### src/rtl/openip_rr_stream_arbiter_if.sv
// Stream bundle between N upstream requesters and one downstream sink.
// The arbiter takes the slave view; the traffic source/sink side takes the master view.
interface openip_rr_stream_arbiter_if #(
  parameter int unsigned NUM_INPUTS = 4,
  parameter int unsigned DATA_WIDTH = 32,
  parameter int unsigned IDX_WIDTH  = (NUM_INPUTS > 1) ? $clog2(NUM_INPUTS) : 1
);
  logic [NUM_INPUTS-1:0]            in_valid;
  logic [NUM_INPUTS-1:0]            in_ready;
  logic [NUM_INPUTS*DATA_WIDTH-1:0] in_data;
  logic [NUM_INPUTS-1:0]            in_last;
  logic                             out_valid;
  logic                             out_ready;
  logic [DATA_WIDTH-1:0]            out_data;
  logic                             out_last;
  logic [IDX_WIDTH-1:0]             out_sel;

  modport master (
    output in_valid, in_data, in_last, out_ready,
    input  in_ready, out_valid, out_data, out_last, out_sel
  );

  modport slave (
    input  in_valid, in_data, in_last, out_ready,
    output in_ready, out_valid, out_data, out_last, out_sel
  );
endinterface

### src/rtl/openip_rr_stream_arbiter.sv
// N:1 valid/ready stream arbiter: round-robin between packets, grant locked for
// the duration of a packet (and of any stalled beat). Zero-latency data path.
module openip_rr_stream_arbiter #(
  parameter int unsigned NUM_INPUTS = 4,
  parameter int unsigned DATA_WIDTH = 32,
  parameter int unsigned IDX_WIDTH  = (NUM_INPUTS > 1) ? $clog2(NUM_INPUTS) : 1
) (
  input logic                       clk_i,
  input logic                       rst_ni,
  openip_rr_stream_arbiter_if.slave bus
);
  localparam int unsigned N = NUM_INPUTS;

  typedef enum logic {ST_IDLE, ST_LOCKED} state_e;

  state_e               state_q, state_d;
  logic [IDX_WIDTH-1:0] lock_idx_q, lock_idx_d;
  logic [N-1:0]         rr_mask_q, rr_mask_d;

  logic [N-1:0]          masked_c, grant_c, lock_oh_c;
  logic [IDX_WIDTH-1:0]  sel_c;
  logic                  out_valid_c, out_last_c, hs_c;
  logic [DATA_WIDTH-1:0] out_data_c;

  // Bits strictly above k stay eligible for the high-priority pass.
  function automatic logic [N-1:0] mask_above(input logic [IDX_WIDTH-1:0] k);
    logic [N-1:0] m;
    m = '0;
    for (int unsigned i = 0; i < N; i++) m[i] = (IDX_WIDTH'(i) > k);
    return m;
  endfunction

  // Rotating-priority pick in IDLE; fixed pick while a packet or stalled beat holds the lock.
  always_comb begin
    masked_c  = bus.in_valid & rr_mask_q;
    lock_oh_c = '0;
    for (int unsigned i = 0; i < N; i++) begin
      if (lock_idx_q == IDX_WIDTH'(i)) lock_oh_c[i] = 1'b1;
    end
    if (state_q == ST_LOCKED)      grant_c = lock_oh_c;
    else if (|masked_c)            grant_c = masked_c & (~masked_c + N'(1));
    else                           grant_c = bus.in_valid & (~bus.in_valid + N'(1));

    sel_c = (state_q == ST_LOCKED) ? lock_idx_q : '0;
    if (state_q == ST_IDLE) begin
      for (int unsigned i = 0; i < N; i++) begin
        if (grant_c[i]) sel_c = IDX_WIDTH'(i);
      end
    end

    out_valid_c = (state_q == ST_LOCKED) ? |(bus.in_valid & lock_oh_c) : |bus.in_valid;

    // Pure mux: unselected inputs never reach the output.
    out_data_c = '0;
    out_last_c = 1'b0;
    for (int unsigned i = 0; i < N; i++) begin
      if (sel_c == IDX_WIDTH'(i)) begin
        out_data_c = bus.in_data[i*DATA_WIDTH +: DATA_WIDTH];
        out_last_c = bus.in_last[i];
      end
    end

    hs_c = out_valid_c & bus.out_ready;
  end

  always_comb begin
    state_d    = state_q;
    lock_idx_d = lock_idx_q;
    rr_mask_d  = rr_mask_q;
    case (state_q)
      ST_IDLE: begin
        if (hs_c && out_last_c) begin
          rr_mask_d = mask_above(sel_c);
        end else if (out_valid_c) begin
          state_d    = ST_LOCKED;
          lock_idx_d = sel_c;
        end
      end
      ST_LOCKED: begin
        if (hs_c && out_last_c) begin
          state_d   = ST_IDLE;
          rr_mask_d = mask_above(sel_c);
        end
      end
    endcase
  end

  always_ff @(posedge clk_i or negedge rst_ni) begin
    if (!rst_ni) begin
      state_q    <= ST_IDLE;
      lock_idx_q <= '0;
      rr_mask_q  <= '1;
    end else begin
      state_q    <= state_d;
      lock_idx_q <= lock_idx_d;
      rr_mask_q  <= rr_mask_d;
    end
  end

  // Outputs are forced quiet while reset is held, independent of the clock.
  assign bus.out_valid = rst_ni & out_valid_c;
  assign bus.in_ready  = rst_ni ? (grant_c & {N{bus.out_ready & out_valid_c}}) : '0;
  assign bus.out_sel   = rst_ni ? sel_c : '0;
  assign bus.out_data  = rst_ni ? out_data_c : '0;
  assign bus.out_last  = rst_ni & out_last_c;

  // A pending (stalled) beat must stay valid until it is accepted.
  a_valid_stable: assert property (@(posedge clk_i) disable iff (!rst_ni)
    (out_valid_c && !bus.out_ready) |=> |(bus.in_valid & lock_oh_c))
    else $error("rr_stream_arbiter: selected requester dropped valid before handshake");
endmodule

### src/flat_wrapper.sv
// flat-port wrapper written by rule: the top's interface ports become plain ports
module openip_rr_stream_arbiter_flat 
#(
  parameter int unsigned NUM_INPUTS = 4,
  parameter int unsigned DATA_WIDTH = 32,
  parameter int unsigned IDX_WIDTH  = (NUM_INPUTS > 1) ? $clog2(NUM_INPUTS) : 1
)
  (clk_i, rst_ni, bus_in_valid, bus_in_data, bus_in_last, bus_out_ready, bus_in_ready, bus_out_valid, bus_out_data, bus_out_last, bus_out_sel);
  openip_rr_stream_arbiter_if #(.NUM_INPUTS(NUM_INPUTS), .DATA_WIDTH(DATA_WIDTH), .IDX_WIDTH(IDX_WIDTH)) bus_i ();
  input logic clk_i;
  input logic rst_ni;
  input wire logic [$bits(bus_i.in_valid)-1:0] bus_in_valid;
  input wire logic [$bits(bus_i.in_data)-1:0] bus_in_data;
  input wire logic [$bits(bus_i.in_last)-1:0] bus_in_last;
  input wire logic [$bits(bus_i.out_ready)-1:0] bus_out_ready;
  output wire logic [$bits(bus_i.in_ready)-1:0] bus_in_ready;
  output wire logic [$bits(bus_i.out_valid)-1:0] bus_out_valid;
  output wire logic [$bits(bus_i.out_data)-1:0] bus_out_data;
  output wire logic [$bits(bus_i.out_last)-1:0] bus_out_last;
  output wire logic [$bits(bus_i.out_sel)-1:0] bus_out_sel;
  assign bus_i.in_valid = bus_in_valid;
  assign bus_i.in_data = bus_in_data;
  assign bus_i.in_last = bus_in_last;
  assign bus_i.out_ready = bus_out_ready;
  assign bus_in_ready = bus_i.in_ready;
  assign bus_out_valid = bus_i.out_valid;
  assign bus_out_data = bus_i.out_data;
  assign bus_out_last = bus_i.out_last;
  assign bus_out_sel = bus_i.out_sel;
  openip_rr_stream_arbiter #(.NUM_INPUTS(NUM_INPUTS), .DATA_WIDTH(DATA_WIDTH), .IDX_WIDTH(IDX_WIDTH)) u_core (.clk_i(clk_i), .rst_ni(rst_ni), .bus(bus_i));
endmodule
### config.mk
export PLATFORM = sky130hd
export DESIGN_NAME = openip_rr_stream_arbiter_flat
export DESIGN_NICKNAME = d
export VERILOG_FILES = /design/src/rtl/openip_rr_stream_arbiter_if.sv /design/src/rtl/openip_rr_stream_arbiter.sv /design/src/flat_wrapper.sv
export SDC_FILE = /design/constraint.sdc
export NUM_CORES = 1
export LEC_CHECK = 0
export ABC_AREA = 1
export BUFFER_PORTS_ARGS = -buffer_cell sky130_fd_sc_hd__clkbuf_2
export CAP_MARGIN = 25
export CORE_MARGIN = 3
export CORE_UTILIZATION = 40
export CTS_CLUSTER_SIZE = 10
export DETAILED_ROUTE_END_ITERATION = 6
export PLACE_DENSITY = 0.93
export SKIP_CTS_REPAIR_TIMING = 1
export SLEW_MARGIN = 20
export SYNTH_ARGS = -nofsm -noshare
export SYNTH_HDL_FRONTEND = slang
export SYNTH_SLANG_ARGS = --single-unit
### constraint.sdc
create_clock -name clk_i -period 5.2 [get_ports clk_i]
set_input_delay 0.26 -clock clk_i [delete_from_list [all_inputs] [get_ports clk_i]]
set_output_delay 0.26 -clock clk_i [all_outputs]
set_load 0.02 [all_outputs]
==> Word-level counts from Yosys, hierarchy flattened <==
Index checks and enable logic that the tools add are counted.
{ "classes": {"add_sub_neg": 2, "multipliers": 0, "div_mod_pow": 0, "order_cmp": 4, "n_eq_ne": 6, "n_shift": 0, "muxes": 29, "n_bitwise": 12, "n_reduce_logical": 7} }
{ "op_table": {"columns": ["op", "n"], "rows": [
  ["32-bit 2-to-1 mux", 5],
  ["4-bit bitwise AND", 5],
  ["4-bit 2-to-1 mux", 4],
  ["2-bit 2-to-1 mux", 7],
  ["1-bit 2-to-1 mux", 12],
  ["4-bit OR reduction", 3],
  ["4-bit by 1-bit adder with 4-bit output (second input constant)", 2],
  ["2-bit == test (second input constant)", 4],
  ["4-bit NOT", 2],
  ["2-bit by 1-bit == test with 1-bit output (second input constant)", 2],
  ["1-bit by 2-bit greater-than comparator with 1-bit output (first input constant)", 2],
  ["2-bit greater-than comparator (first input constant)", 2],
  ["2-bit zero test", 2],
  ["1-bit bitwise AND", 3],
  ["3-bit AND reduction", 1],
  ["1-bit NOT", 2],
  ["1-bit one-hot mux with 2 select lines", 1],
  ["1-bit logical AND", 1]
]} }
{ "word_totals": {"ff_bits": 7, "latch_bits": 0, "ramBits": 0, "mem_bits_ro": 0, "in_bits": 139, "output_inout_bits": 40, "elab_cells": 63, "n_memories": 0} }

==> Longest topological paths before layout <==
Gate-level depths: netlist of run 1.
{ "depth": {"word_depth": 19, "depth_mapped": 16, "depth_no_buf": 16} }

==> Least setup slack after synthesis of run 1 <==
OpenSTA, ideal clock, no wires.
{ "synth_path": {"path_kind": "register to output", "startpoint": "register u_core.rr_mask_q[0]", "endpoint": "output port bus_out_data[10]", "arrival_time_ns": 1.812, "t_required_ns": 4.940, "setup_slack_ns": 3.128, "path_stages_with_launch": 12, "n_path_buf": 1, "cell_sequence": "dfstp_2 > nand2_1 > nand2_2 > a21oi_2 > nand2_2 > nand2_4 > o21ai_4 > buf_6 > nand2_1 > a21oi_1 > o21ai_1 > a21oi_1"} }
{ "synth_via": {"elab_chain_cells": 17, "word_cells_on_any_way": 21, "classes_between": "add/sub: 1; eq/ne: 3; mux: 12; bitwise: 3; reduce/logical: 2"} }
{ "synth_lines": {"columns": ["element", "line", "text"], "rows": [
  ["from (decl)", "openip_rr_stream_arbiter.sv:18", "logic [N-1:0] rr_mask_q, rr_mask_d;"],
  ["from (signal assigned)", "openip_rr_stream_arbiter.sv:96", "rr_mask_q <= rr_mask_d;"],
  ["4-bit bitwise AND *", "openip_rr_stream_arbiter.sv:35", "masked_c = bus.in_valid & rr_mask_q;"],
  ["4-bit NOT", "openip_rr_stream_arbiter.sv:41", "else if (|masked_c) grant_c = masked_c & (~masked_c + N'(1));"],
  ["4-bit by 1-bit adder with 4-bit output", "openip_rr_stream_arbiter.sv:41", null],
  ["4-bit bitwise AND", "openip_rr_stream_arbiter.sv:41", null],
  ["4-bit 2-to-1 mux *", "openip_rr_stream_arbiter.sv:41", null],
  ["4-bit 2-to-1 mux *", "openip_rr_stream_arbiter.sv:40", "if (state_q == ST_LOCKED) grant_c = lock_oh_c;"],
  ["2-bit 2-to-1 mux (3 in a row)", "openip_rr_stream_arbiter.sv:47", "if (grant_c[i]) sel_c = IDX_WIDTH'(i);"],
  ["2-bit 2-to-1 mux *", "openip_rr_stream_arbiter.sv:47", null],
  ["2-bit 2-to-1 mux *", "openip_rr_stream_arbiter.sv:45", "if (state_q == ST_IDLE) begin"],
  ["2-bit zero test", "openip_rr_stream_arbiter.sv:57", "if (sel_c == IDX_WIDTH'(i)) begin"],
  ["32-bit 2-to-1 mux (3 in a row)", "openip_rr_stream_arbiter.sv:57", null],
  ["32-bit 2-to-1 mux *", "openip_rr_stream_arbiter.sv:57", null],
  ["32-bit 2-to-1 mux *", "openip_rr_stream_arbiter.sv:104", "assign bus.out_data = rst_ni ? out_data_c : '0;"],
  ["to (decl)", "flat_wrapper.sv:18", "output wire logic [$bits(bus_i.out_data)-1:0] bus_out_data;"]
]} }
Mark *: on every way between the ends. The rest lies on a longest branch, timed or not.

==> Worst setup path after layout of run 1 <==
{ "layout_path": {"startpoint": "register u_core.rr_mask_q[0]", "endpoint": "output port bus_out_data[7]"} }
The elaborated chain is that of the path after synthesis.

==> results.cfg, run 1 <==
[worst_setup_path]
r2r-start = u_core.rr_mask_q[0]
r2r_end = u_core.lock_idx_q[1]
start_kind = flip-flop
reg2reg_depth = 13
critPathArrivalTime_ns = 2.64
cp.required_ns = 4.94
endpoint_kind = primary output
path_max_fanout = 19
critical_path_class = flip-flop to primary output
reg2reg_slack_ns = 2.72

[cells_and_area]
fin_nets = 606
nFillCells = 380
n_antenna_cell = 0
drive_gt1_share_pct = 51.93
stdcell_count = 516
area.growth.synth_to_final_pct = 49.44

[global_routing]
grt_max_degree = 63
antenna_found_initial = 0
grt.total_usage_pct = 27.69
grt_pass1_vias = 2563
grt_first_pass_wirelength_um = 11630
overflow = 0

[placement]
dp_slack_ns = 2.556
dp_hpwl_um = 6380
globalplace.congestion = 1.018
port_buffers = 178
placed_cells = 512

[clock_network]
numCtsBuffers = 3
path_clk_slew_ns = 0.04
insertion_delay_ns = 0.22
cts.sinks = 7
cts_root_buf = clkbuf_8
cts_tree = yes
h-tree-depth = 1
clock_path_buffers = 2

[synthesis]
synth_area_per_cell_um2 = 5.941
yosysMostFrequentCell = nand2_1
synthTopCellsByCount = 94 x nand2_1, 30 x o21ai_0, 22 x a21oi_1
synth_top_family_by_area = simple AND/OR/NAND/NOR gates
synth_edf_count = 0
yosysWarnings = 0
synth_mux_area_share_pct = 0
synth_fp_nets = 441
async_flop_share_pct = 100.0
yosys-top-cells-area = nand2_1 20%, a41oi_2 9.1%, o21ai_0 8.4%, a21oi_1 6.1%, nand2_2 5.9%
syn_area_um2 = 1794
yosysSeqAreaShare_pct = 10.04
yosys.area_share.simple_pct = 41.77
synthFlopType = dfstp_2
synth_xor_area_share_pct = 0
synth_fa_ha_area_share_pct = 0
synth_cells = 302
synth_cell_types = 32
synth_largest_area_cell = nand2_1
yosysTopAreaCellShare_pct = 19.67
synth-compound-area-share_pct = 36.61
ys_ff_latch = 7

[sta]
skew_ns = 0.0004807
slew_violations = 0
setup_viol = 0
fin_setup_tns_ns = 0
fin_crit_sh_pct = 55.69
min_period_ns = 2.896
rsz0062_at_grt = false
report.final.hold_viol_count = 0
fin_ws_ns = 2.304
achievable-frequency_mhz = 345.3
worst_slew_pin_slew_ns = 0.7254
maxSlewHeadroom_pct = 51.64
fin_hold_ws_ns = 0.09000

[flow_run]
maxCapViolations = 0

[routing]
drt_iter0_markers = 189
wire_per_inst_um = 15.21
vias = 2801
drt_first_pass_iters = 5
vias_per_cell = 5.428
wl_um = 7849
drc = 0
drtAntennaViolNets = 0

[floorplanning]
row_count = 23
io_pins = 179
die_h_um = 72.98
die_x_um = 72.98
start_util_pct = 43.00
coreArea_um2 = 4173
dieArea_um2 = 5325

[pwr]
p_leak_nw = 1.493
finalPower_mw = 1.718
power.density_nw_per_um2 = 640.8
ir_drop_v = 0.0003769

[outcome]
status = completed

[min_path]
hold_path_class = input pin to async pin
## routing by layer
layer  track usage [%]  wire, um  up-vias
met5                 0         0        -
met4             9.836       178        0
met3             5.647       838       22
met1             30.86      2842     1247
li1                  -         -     1352
met2             51.40      3989      180
## worst max-delay path by stage
stage | from | end | slack [ns]
floorplan | u_core.rr_mask_q[0] | bus_out_data[10] | 3.13
global placement | u_core.rr_mask_q[0] | bus_out_data[11] | 2.70
detailed placement | u_core.rr_mask_q[0] | bus_out_data[7] | 2.56
CTS | u_core.rr_mask_q[0] | bus_out_data[7] | 2.32
global route | u_core.rr_mask_q[3] | bus_out_data[7] | 2.10
finish | u_core.rr_mask_q[0] | bus_out_data[7] | 2.30
## layout by cell type (no fill, tap or decap), types with 4 or more instances in the layout
| cell | instances |
|---|---|
| nor2_1 | 15 |
| nand3_1 | 11 |
| or2_2 | 8 |
| a41oi_1 | 5 |
| nand3_2 | 4 |
| inv_1 | 18 |
| inv_2 | 4 |
| nand2_2 | 17 |
| a41oi_2 | 10 |
| nand2_4 | 4 |
| o21ai_0 | 30 |
| nand4_1 | 4 |
| dfstp_2 | 4 |
| o211ai_1 | 5 |
| nand2_1 | 94 |
| clkbuf_2 | 178 |
| a21oi_1 | 22 |
| o21ai_1 | 10 |
## cell type report
type | instances | area, um2 | area share, %
multi-input cells | 253 | 1406 | 52.45
clock buffers | 4 | 45.04 | 1.680
flip-flops and latches | 7 | 180.2 | 6.720
well taps | 50 | 62.56 | 2.333
inverters | 23 | 88.84 | 3.313
repair buffers | 179 | 898.4 | 33.50
## worst max-delay path, cell delays in order (launching register included)
cell and delay [ns]:
dfstp_2 0.54, nand2_1 0.08, nand2_2 0.13, nor2_2 0.05, a21boi_2 0.43, nand2_1 0.13
nand2_2 0.10, nand2_4 0.11, nand2_4 0.21, inv_4 0.15, nand2_1 0.09, nand4_1 0.07
nand3_1 0.11, inv_1 0.05, clkbuf_2 0.15
## cells by family (layout without fill, tap and decap cells)
family / Yosys count / count (layout)
AO/OA/AOI/OAI: 93 / 93
buffers and inverters: 42 / 206
flip-flops: 7 / 7
AND/OR/NAND/NOR: 160 / 160
## stage by stage
stage | utilization [%] | cell area (um2)
after floorplan | - | 1794
final | 64.26 | 2681
after detailed placement | 63.18 | 2636
after CTS | 64.26 | 2681
after global placement | 63.18 | 2636
after global routing | 64.26 | 2681
## power breakdown
group / switching, mW / leakage, nW / internal (mW)
Clock: 0.0231 / 0.0228 / 0.0530
Combinational: 1.04 / 1.39 / 0.488
Sequential: 0.0304 / 0.0776 / 0.0867
## registers in the layout (all words and copies together) (netlist names)
name and cells:
u_core.lock_idx_q 2, u_core.rr_mask_q 4, u_core.state_q 1
Note: power is estimated with default switching activity, not from simulation.
==> run 2: changes to the inputs <==
CORE_UTILIZATION = 33   (was 40)
PLACE_DENSITY = 0.83   (was 0.93)
clock period = 2.5 ns   (was 5.2 ns; I/O delays follow)
==> results.cfg, run 2 (synthesized netlist as in run 1, its figures left out) <==
[outcome]
status = completed

[clock_network]
insertion_delay_ns = 0.22
clock_path_buffers = 2
h-tree-depth = 1
cts_root_buf = clkbuf_8
path_clk_slew_ns = 0.04
numCtsBuffers = 3
cts_tree = yes
cts.sinks = 7

[cells_and_area]
fin_nets = 621
layout_commonest_cell = clkbuf_2
multi_input_area_um2 = 1459
top_regs = u_core.rr_mask_q x4, u_core.lock_idx_q x2, u_core.state_q x1
ff_latch_area_um2 = 180.2
area.growth.synth_to_final_pct = 61.09
largest_reg_flops = 4
n_antenna_cell = 0
regMostFlops = u_core.rr_mask_q
final_area_um2 = 2890
drive_gt1_share_pct = 53.85
layout_common_cells = 173 x clkbuf_2, 94 x nand2_1, 30 x o21ai_0, 20 x a21oi_1, 18 x inv_1
stdcell_count = 551
nFillCells = 514

[min_path]
hold_path_class = input pin to async pin

[sta]
fin_hold_ws_ns = 0.1059
worst_slew_pin_slew_ns = 0.4589
fin_crit_sh_pct = 94.66
min_period_ns = 2.367
slew_violations = 0
setup_viol = 0
maxSlewHeadroom_pct = 69.37
rsz0062_at_grt = true
report.final.hold_viol_count = 0
skew_ns = 0.0005574
achievable-frequency_mhz = 422.5

[worst_setup_path]
worst-path-buf-inv = 2
start_kind = flip-flop
crit_path_top_delay_cell = dfstp_2
slowest_delay_ns = 0.53
r2r_end = u_core.lock_idx_q[0]
path_max_fanout = 16
crit_chain = nand2_1, nand2_2, nor2_2, nand2_1, nand2_1, a21oi_4, buf_4, nand2_1, a41oi_2, clkbuf_2
critical_path_class = flip-flop to primary output
path_common_cell = nand2_1
cp_top_family = flip-flops
reg2reg_depth = 16
reg2reg_slack_ns = 0.30
r2r-start = u_core.rr_mask_q[0]
endpoint_kind = primary output
critPathArrivalTime_ns = 2.24
cp.required_ns = 2.38

[floorplanning]
row_count = 26
io_pins = 179
die_h_um = 79.74
start_util_pct = 34.69
die_x_um = 79.74
coreArea_um2 = 5172
dieArea_um2 = 6358

[pwr]
seq_power_share_pct = 5.9
finalPower_mw = 4.063
power_switching_mw = 2.454
comb_power_share_pct = 90.2
p_leak_nw = 1.579
power.density_nw_per_um2 = 1406
clockPowerShare_pct = 3.9
ir_drop_v = 0.0006303
netSwitchingFraction_pct = 60.40
internal-power_mw = 1.609

[placement]
port_buffers = 178
dp_hpwl_um = 6278
placed_cells = 536
globalplace.congestion = 0.8969
dpl_cell_area_um2 = 2695

[global_routing]
grt_max_degree = 42
antenna_found_initial = 0
grt_pass1_vias = 2582
grt.total_usage_pct = 22.86
grt_first_pass_wirelength_um = 11740
overflow = 0

[routing]
vias = 2758
wire_per_inst_um = 14.45
wl_um = 7961
vias_per_cell = 5.005
drtAntennaViolNets = 0
drc = 0
drt_first_pass_iters = 6
drt_iter0_markers = 134

[flow_run]
maxCapViolations = 0
-- run 2: cell count changes in the layout (fill, tap and decap cells not counted), moves of 2 or more --
cell | before | now
buf_4 | 1 | 14
a21oi_1 | 22 | 20
nand2_8 | 0 | 3
buf_2 | 0 | 3
nand2_4 | 4 | 2
clkbuf_2 | 178 | 173
buf_6 | 0 | 2
-- run 2: area by class of cell --
type / instances / share of cell area, %
tap: 70 / 3.030
timing repair buffer: 193 / 35.24
clock buffer: 3 / 1.429
inverter: 23 / 3.420
multi-input combinational: 254 / 50.48
clock inverter: 1 / 0.1732
sequential: 7 / 6.234
-- run 2: layer usage --
layer	vias to the layer above	track usage [%]	routed length (um)
met5	-	0	0
met4	0	6.250	55
met3	4	3.273	709
met2	138	43.74	4148
met1	1232	26.03	3048
li1	1384	-	-
-- run 2: per-stage QoR --
step                setup TNS [ns]  setup WS, ns  util (%)
finish                           0        0.1334     55.88
global route               -0.1076      -0.03084     55.88
CTS                        -0.3753      -0.05508     53.00
detailed placement               0        0.2028     52.10
global placement                 0        0.2803     52.10
floorplan                        0        0.5626         -
-- run 2: power groups by stage --
stage               Sequential [mW]  Clock (mW)  Combinational, mW
finish                        0.238       0.158               3.67
global route                  0.246       0.170               3.99
detailed placement            0.236           0               3.24
CTS                           0.235       0.162               3.25
floorplan                     0.208           0               2.48
global placement              0.234           0               3.16
-- run 2: worst max path at each step --
stage                        start          endpoint  slack, ns  depth (start not counted)
2_1_floorplan  u_core.rr_mask_q[0]  bus_out_data[10]       0.56                         11
3_3_place_gp   u_core.rr_mask_q[2]  bus_out_data[11]       0.28                         15
3_5_place_dp   u_core.rr_mask_q[2]   bus_out_data[1]       0.20                         15
4_1_cts        u_core.rr_mask_q[2]  bus_out_data[13]      -0.06                         13
5_1_grt        u_core.rr_mask_q[0]   bus_out_data[8]      -0.03                         14
6_report       u_core.rr_mask_q[0]  bus_out_data[25]       0.13                         10
